===== config.mk =====
export PLATFORM = sky130hd
export DESIGN_NAME = stream_unpacker
export DESIGN_NICKNAME = d
export VERILOG_FILES = /design/src/rtl/stream_unpacker.sv
export SDC_FILE = /design/constraint.sdc
export NUM_CORES = 1
export LEC_CHECK = 0
export CAP_MARGIN = 0
export CORE_MARGIN = 2
export CORE_UTILIZATION = 35
export DETAILED_ROUTE_END_ITERATION = 16
export PLACE_DENSITY = 0.62
export SYNTH_ARGS = -nofsm -noshare
export SYNTH_HDL_FRONTEND = slang
export SYNTH_SLANG_ARGS = --single-unit

===== constraint.sdc =====
create_clock -name clk -period 3.93 [get_ports clk]
set_input_delay 0.5895 -clock clk [delete_from_list [all_inputs] [get_ports clk]]
set_output_delay 0.5895 -clock clk [all_outputs]
set_load 0.005 [all_outputs]

===== src/rtl/stream_unpacker.sv =====
// Width-down-converter for sop/eop packet streams: one wide word in, RATIO narrow beats out
// (MSB lane first), with partial final words and sop/eop framing-violation reporting.
module stream_unpacker #(
  parameter  int OUT_WIDTH = 8,
  parameter  int RATIO     = 4,
  localparam int IN_WIDTH  = OUT_WIDTH * RATIO,
  localparam int EMPTY_W   = $clog2(RATIO)
) (
  input  logic                 clk,
  input  logic                 rstn,
  input  logic                 in_valid,
  output logic                 in_ready,
  input  logic [IN_WIDTH-1:0]  in_data,
  input  logic                 in_sop,
  input  logic                 in_eop,
  input  logic [EMPTY_W-1:0]   in_empty,
  output logic                 out_valid,
  input  logic                 out_ready,
  output logic [OUT_WIDTH-1:0] out_data,
  output logic                 out_sop,
  output logic                 out_eop,
  output logic                 err
);

  typedef enum logic [0:0] {
    IDLE  = 1'b0,
    SHIFT = 1'b1
  } state_t;

  state_t               state_q, state_d;
  logic [IN_WIDTH-1:0]  word_q;
  logic [EMPTY_W-1:0]   lane_q;
  logic [EMPTY_W-1:0]   last_q;
  logic                 eop_q;
  logic                 in_pkt_q;
  logic                 out_valid_q;
  logic [OUT_WIDTH-1:0] out_data_q;
  logic                 out_sop_q;
  logic                 out_eop_q;
  logic                 err_q;

  logic                 out_fire;
  logic                 in_fire;
  logic                 at_last;
  logic                 violation;
  logic [EMPTY_W-1:0]   lane_nx;
  logic [EMPTY_W-1:0]   in_last;

  function automatic logic [OUT_WIDTH-1:0] lane_of(input logic [IN_WIDTH-1:0] w,
                                                   input logic [EMPTY_W-1:0]  idx);
    logic [OUT_WIDTH-1:0] r;
    r = '0;
    for (int unsigned i = 0; i < RATIO; i++) begin
      if (idx == EMPTY_W'(i)) r = w[IN_WIDTH-1-i*OUT_WIDTH -: OUT_WIDTH];
    end
    return r;
  endfunction

  assign out_fire  = out_valid_q && out_ready;
  assign at_last   = (lane_q == last_q);
  assign in_fire   = in_valid && in_ready;
  assign lane_nx   = lane_q + EMPTY_W'(1);
  // RATIO-1 is all ones in EMPTY_W bits, so the last lane index is simply ~in_empty.
  assign in_last   = in_eop ? ~in_empty : '1;
  assign violation = in_sop ? in_pkt_q : !in_pkt_q;

  // FSM state register
  always_ff @(posedge clk) begin
    if (!rstn) state_q <= IDLE;
    else       state_q <= state_d;
  end

  // FSM next-state logic
  always_comb begin
    state_d = state_q;
    case (state_q)
      IDLE:    if (in_fire) state_d = SHIFT;
      SHIFT:   if (out_fire && at_last) state_d = in_fire ? SHIFT : IDLE;
      default: state_d = IDLE;
    endcase
  end

  // FSM outputs: in_ready is combinational on out_ready for zero-bubble reloads
  always_comb begin
    in_ready = 1'b0;
    case (state_q)
      IDLE:    in_ready = rstn;
      SHIFT:   in_ready = rstn && out_fire && at_last;
      default: in_ready = 1'b0;
    endcase
  end

  always_ff @(posedge clk) begin
    if (!rstn) begin
      word_q      <= '0;
      lane_q      <= '0;
      last_q      <= '0;
      eop_q       <= 1'b0;
      in_pkt_q    <= 1'b0;
      out_valid_q <= 1'b0;
      out_data_q  <= '0;
      out_sop_q   <= 1'b0;
      out_eop_q   <= 1'b0;
      err_q       <= 1'b0;
    end else begin
      err_q <= in_fire && violation;
      if (in_fire) begin
        word_q      <= in_data;
        lane_q      <= '0;
        last_q      <= in_last;
        eop_q       <= in_eop;
        out_valid_q <= 1'b1;
        out_data_q  <= in_data[IN_WIDTH-1 -: OUT_WIDTH];
        out_sop_q   <= in_sop;
        out_eop_q   <= in_eop && (in_last == '0);
        if (in_eop)      in_pkt_q <= 1'b0;
        else if (in_sop) in_pkt_q <= 1'b1;
      end else if (out_fire) begin
        out_sop_q <= 1'b0;
        if (at_last) begin
          out_valid_q <= 1'b0;
          out_eop_q   <= 1'b0;
        end else begin
          lane_q     <= lane_nx;
          out_data_q <= lane_of(word_q, lane_nx);
          out_eop_q  <= eop_q && (lane_nx == last_q);
        end
      end
    end
  end

  assign out_valid = out_valid_q;
  assign out_data  = out_data_q;
  assign out_sop   = out_sop_q;
  assign out_eop   = out_eop_q;
  assign err       = err_q;

endmodule


After elaboration in Yosys (flattened, before gate mapping). Index checks and enable logic that the tools add are counted.

Input bits: 40. Word-level logic and storage cells: 64. Flip-flop bits (word level): 51.

Eq/ne operators: 6. Add/subtract/negate cells: 1. Mux-type cells: 23. Reduce and logical (&&, ||, !) cells: 19. Bitwise logic cells: 4.

Operator list (count): 2-to-1 mux 8 bit (7); 2-to-1 mux 1 bit (13); logical AND 1 bit (8); AND reduction 2 bit (4); nonzero test 2 bit (3); equality test 2 bit (2); equality test 2 bit, second input constant (2); zero test 2 bit (2); one-hot mux 1 bit (2 select lines) (2); NOT 1 bit (3); adder 2 x 1 -> 2 bit, second input constant (1); equality test 2 x 1 -> 1 bit, second input constant (1); 2-to-1 mux 2 bit (1); != test 2 bit, second input constant (1); NOT 2 bit (1); OR reduction 2 bit (1); zero test 1 bit (1).

Longest topological paths before layout.
Depth after elaboration: 9. Gate-level depth with buffers: 7. Depth with buffers taken out: 6.

Worst setup path before layout. Ideal clock, no wire load.

Kind: input to output. Start: input out_ready. End: output in_ready. Setup slack: 1.984 ns. Data arrival time: 1.356 ns. Cell stages on the path: 4. Cells stage by stage: nand2_2 o31a_4 buf_6 nor2_1.

Cells in the longest elaborated chain, start to end: 4.

RTL lines: from (decl) (line 18) `input logic out_ready,`; logical AND 1 bit (line 59) `assign out_fire = out_valid_q && out_ready;`; logical AND 1 bit (2 in a row) (line 88) `SHIFT: in_ready = rstn && out_fire && at_last;`; one-hot mux 1 bit (2 select lines) (line 86) `case (state_q)`; to (decl) (line 12) `output logic in_ready,`.

No other way between the ends.

Worst setup path after layout. Ends and elaborated chain as after synthesis.

==> impl_metrics.yaml <==
status:
  outcome: "finished, final reports clean"
logic_synthesis:
  synth_seq_cells: 51
  yosysTopAreaCellShare: 0.4501
  syn_nets: 273
  synth_area_sq_um: 2268
  post_synth.cell_area_avg_sq_um: 9.906
  synth_cells: 229
  synth-async-reset-ratio: 0
  yosys.cell_count.top_type: "dfxtp_1"
  synth-edff-count: 0
  synth_common_cells: "dfxtp_1 (51), a22o_1 (33), nand2_1 (20)"
  yosys-top-cells-area: "dfxtp_1 (45%), a22o_1 (13%), a311oi_1 (3.5%)"
  ys_types: 36
  synth_seq_area_share: 0.4501
  ys.flop_type: "dfxtp_1"
  synth_area_leader_cell: "dfxtp_1"
  yosys_warnings: 0
final_layout:
  fraction_of_layout_instances_using_a_drive_strength_above_1: 0.06227
  synth_to_layout_area_growth_pct: 27.47
  nNetsFinal: 316
  diodes: 0
  fillers: 615
critical_path:
  critical_path.startpoint_type: "primary input"
  worst_path_max_fanout: 13
  crit_path_frequent_cell: "clkdlybuf4s50_1"
  critPathArrivalTime_ps: 2350
  slowest_delay_ps: 510
  data_required_critical_path_ps: 3340
  critical_path.reg2reg.endpoint: "word_q[28]"
  reg2reg_slack_ps: 1900
  critical-path-top-delay-family: "buffers and inverters"
  cp-end-kind: "output pin"
  ff2ff_path_depth: 4
  critPathSlowestCell: "clkdlybuf4s50_1"
  critPathKind: "in -> out"
  crit_chain: "clkdlybuf4s50_1 > nand2_2 > o31a_4 > nor2_1 > clkdlybuf4s50_1"
  worst-path-buf-inv: 2
  r2r_start: "lane_q[0]"
route:
  antenna_violating_nets_post_route: 0
  routed_wl_um: 5402
  first_pass_iters: 4
  drt-wirelength-per-cell_um: 15.43
  routed-via-count: 1898
  drt_iter0_markers: 150
  remaining_drc_errors: 0
  routed_via_density: 5.423
global_routing:
  globalRouteTotalUtil: 0.1559
  grt_use_met1: 0.2276
  grt_antenna_before_repair: 0
  first_pass_grt_wire_length_um: 8976
  grt_remaining_overflow: 0
  grt_pass1_vias: 1822
  grt.met3_usage: 0.03736
  grt_use_met2: 0.2212
  grt_start_max_net_pins: 37
  globalRoute.busiestLayer: "met1"
placement:
  final_estimated_routing_congestion_in_global_placement: 0.8451
  port_buffers: 52
  place_worst_setup_slack_ps: 988.2
  hpwlAfterDp_um: 3766
power:
  power.density_nw_per_um2: 392.9
  clock_power_share: 0.341
  switchingPower_uw: 280.9
  logic_gate_share_of_total_power: 0.153
  design_power_total_uw: 1136
  worst_ir_drop_vdd_uv: 156.7
  share_seq_of_total_power: 0.506
  internal_power_uw: 855.2
  power.static_leakage_uw: 0.001022
  power_switching_share: 0.2473
sta:
  report.final.setup_viol: 0
  grt_setup_unrepaired: "no"
  fmaxAchievable_mhz: 339.9
  final.setup.tns_ps: 0
  setup_slack_ps: 988.1
  period_minus_slack_ps: 2942
  timing_hold_violations_final: 0
  finalMaxSlewViolations: 0
  transition_time_at_the_pin_with_the_least_slew_margin_ps: 934.4
  timing.max_slew.rel_slack: 0.3757
  clock_skew_ps: 8.762
  timing.final.crit_share: 0.7486
floorplan:
  io-pin-count: 53
  initial_utilization: 0.3593
  floorplan.rows: 29
  die_h_um: 84.51
  placeableCoreArea_sq_um: 6314
  floorplan.die_area_sq_um: 7141
  fp.dieW_um: 84.51
clock_tree:
  cts.sink_count: 51
  tritoncts.num_buffers: 5
  postCtsResizedCells: 0
  tritoncts: "done"
  maximum_level_of_the_cts_h_tree: 2
  cts_hold_buf: 0
  post_cts_setup_buffers: 0
  clock_path_buffers: 2
  cts.clk_slew.worst_paths_ps: 90
  ctsRootBufferMaster: "clkbuf_8"
  worstSkewPairLatency_ps: 310
job:
  max-cap-violations: 0
hold_path:
  min_from: "word_q[24]"
  hold_class: "reg -> reg"
  hold-path-endpoint: "word_q[24]"
  hold_path_depth: 1
flip-flops by register name, summed over array words and instances, names as in the netlist:
signal / flops
word_q: 32
out_data: 8
lane_q: 2
last_q: 2
eop_q: 1
err: 1
in_pkt_q: 1
out_eop: 1
out_sop: 1
out_valid: 1
state_q: 1
layer usage:
layer,routed length [um],part of all wire,vias to the layer above
li1,-,-,932
met2,2389,0.44,65
met1,2602,0.48,890
met3,289,0.053,11
met5,0,0,-
met4,121,0.022,0
area by class of cell:
| class | instances | area [sq um] | share of cell area |
|---|---|---|---|
| flip-flops and latches | 51 | 1021 | 0.3531 |
| clock inverters | 2 | 38.79 | 0.01341 |
| inverters | 12 | 45.04 | 0.01558 |
| repair buffers | 52 | 520.5 | 0.1800 |
| multi-input cells | 150 | 1087 | 0.3760 |
| well taps | 77 | 96.34 | 0.03332 |
| clock buffers | 6 | 82.58 | 0.02856 |
power by group through the flow:
stage          logic, uW  registers (uW)  clock network, uW
5_1_grt              189             579                416
3_5_place_dp         174             586                  0
3_3_place_gp         172             587                  0
4_1_cts              175             575                396
2_1_floorplan        102             581                  0
6_report             174             574                388
cells by family (layout without fill, tap and decap cells):
family / count (synthesis) / count (layout) / share of synthesized area
adders and majority gates: 4 / 4 / 0.02206
and+or+nand+nor: 57 / 57 / 0.1307
xor gates and xnor gates: 7 / 7 / 0.03364
buffers and inverters: 28 / 72 / 0.07060
DFF: 51 / 51 / 0.4501
AOI/OAI and AO/OA: 82 / 82 / 0.2929
worst reg2reg max path, stage by stage, from the launching register on:
cell	delay, ps
dfxtp_1	460
xor2_2	330
o31ai_4	160
a21oi_4	760
a22o_1	270
cells in the final DEF, fill, tap and decap left out, types with 2 or more instances in the layout:
cell             instances
a211oi_1                 8
a21oi_1                 11
a21oi_4                  2
a22o_1                  33
a311oi_1                 9
and2_1                   2
clkbuf_8                 6
clkdlybuf4s50_1         52
dfxtp_1                 51
ha_1                     4
inv_1                   12
nand2_1                 20
nand2_2                  2
nand3_1                 10
nor2_1                   4
nor3_1                   9
nor3b_1                  8
o21ai_0                  8
xnor2_1                  4
xor2_2                   2
worst max path at each step:
stage | start | end | slack, ps | cells past startpoint
after floorplan | out_ready | in_ready | 1980 | 4
after global placement | out_ready | in_ready | 1010 | 5
after detailed placement | out_ready | in_ready | 990 | 5
after CTS | out_ready | in_ready | 980 | 5
after global routing | out_ready | in_ready | 930 | 5
final | out_ready | in_ready | 990 | 5
through the flow:
| stage | utilization | std cells | area, sq um | hold WS [ps] |
|---|---|---|---|---|
| floorplan | - | 229 | 2268 | 434.5 |
| global placement | 0.4388 | 342 | 2770 | 459.6 |
| detailed placement | 0.4388 | 342 | 2770 | 457.0 |
| CTS | 0.4580 | 350 | 2892 | 484.9 |
| global route | 0.4580 | 350 | 2892 | 509.6 |
| finish | 0.4580 | 350 | 2892 | 485.0 |
No activity file was read; power rests on OpenSTA's default activity.
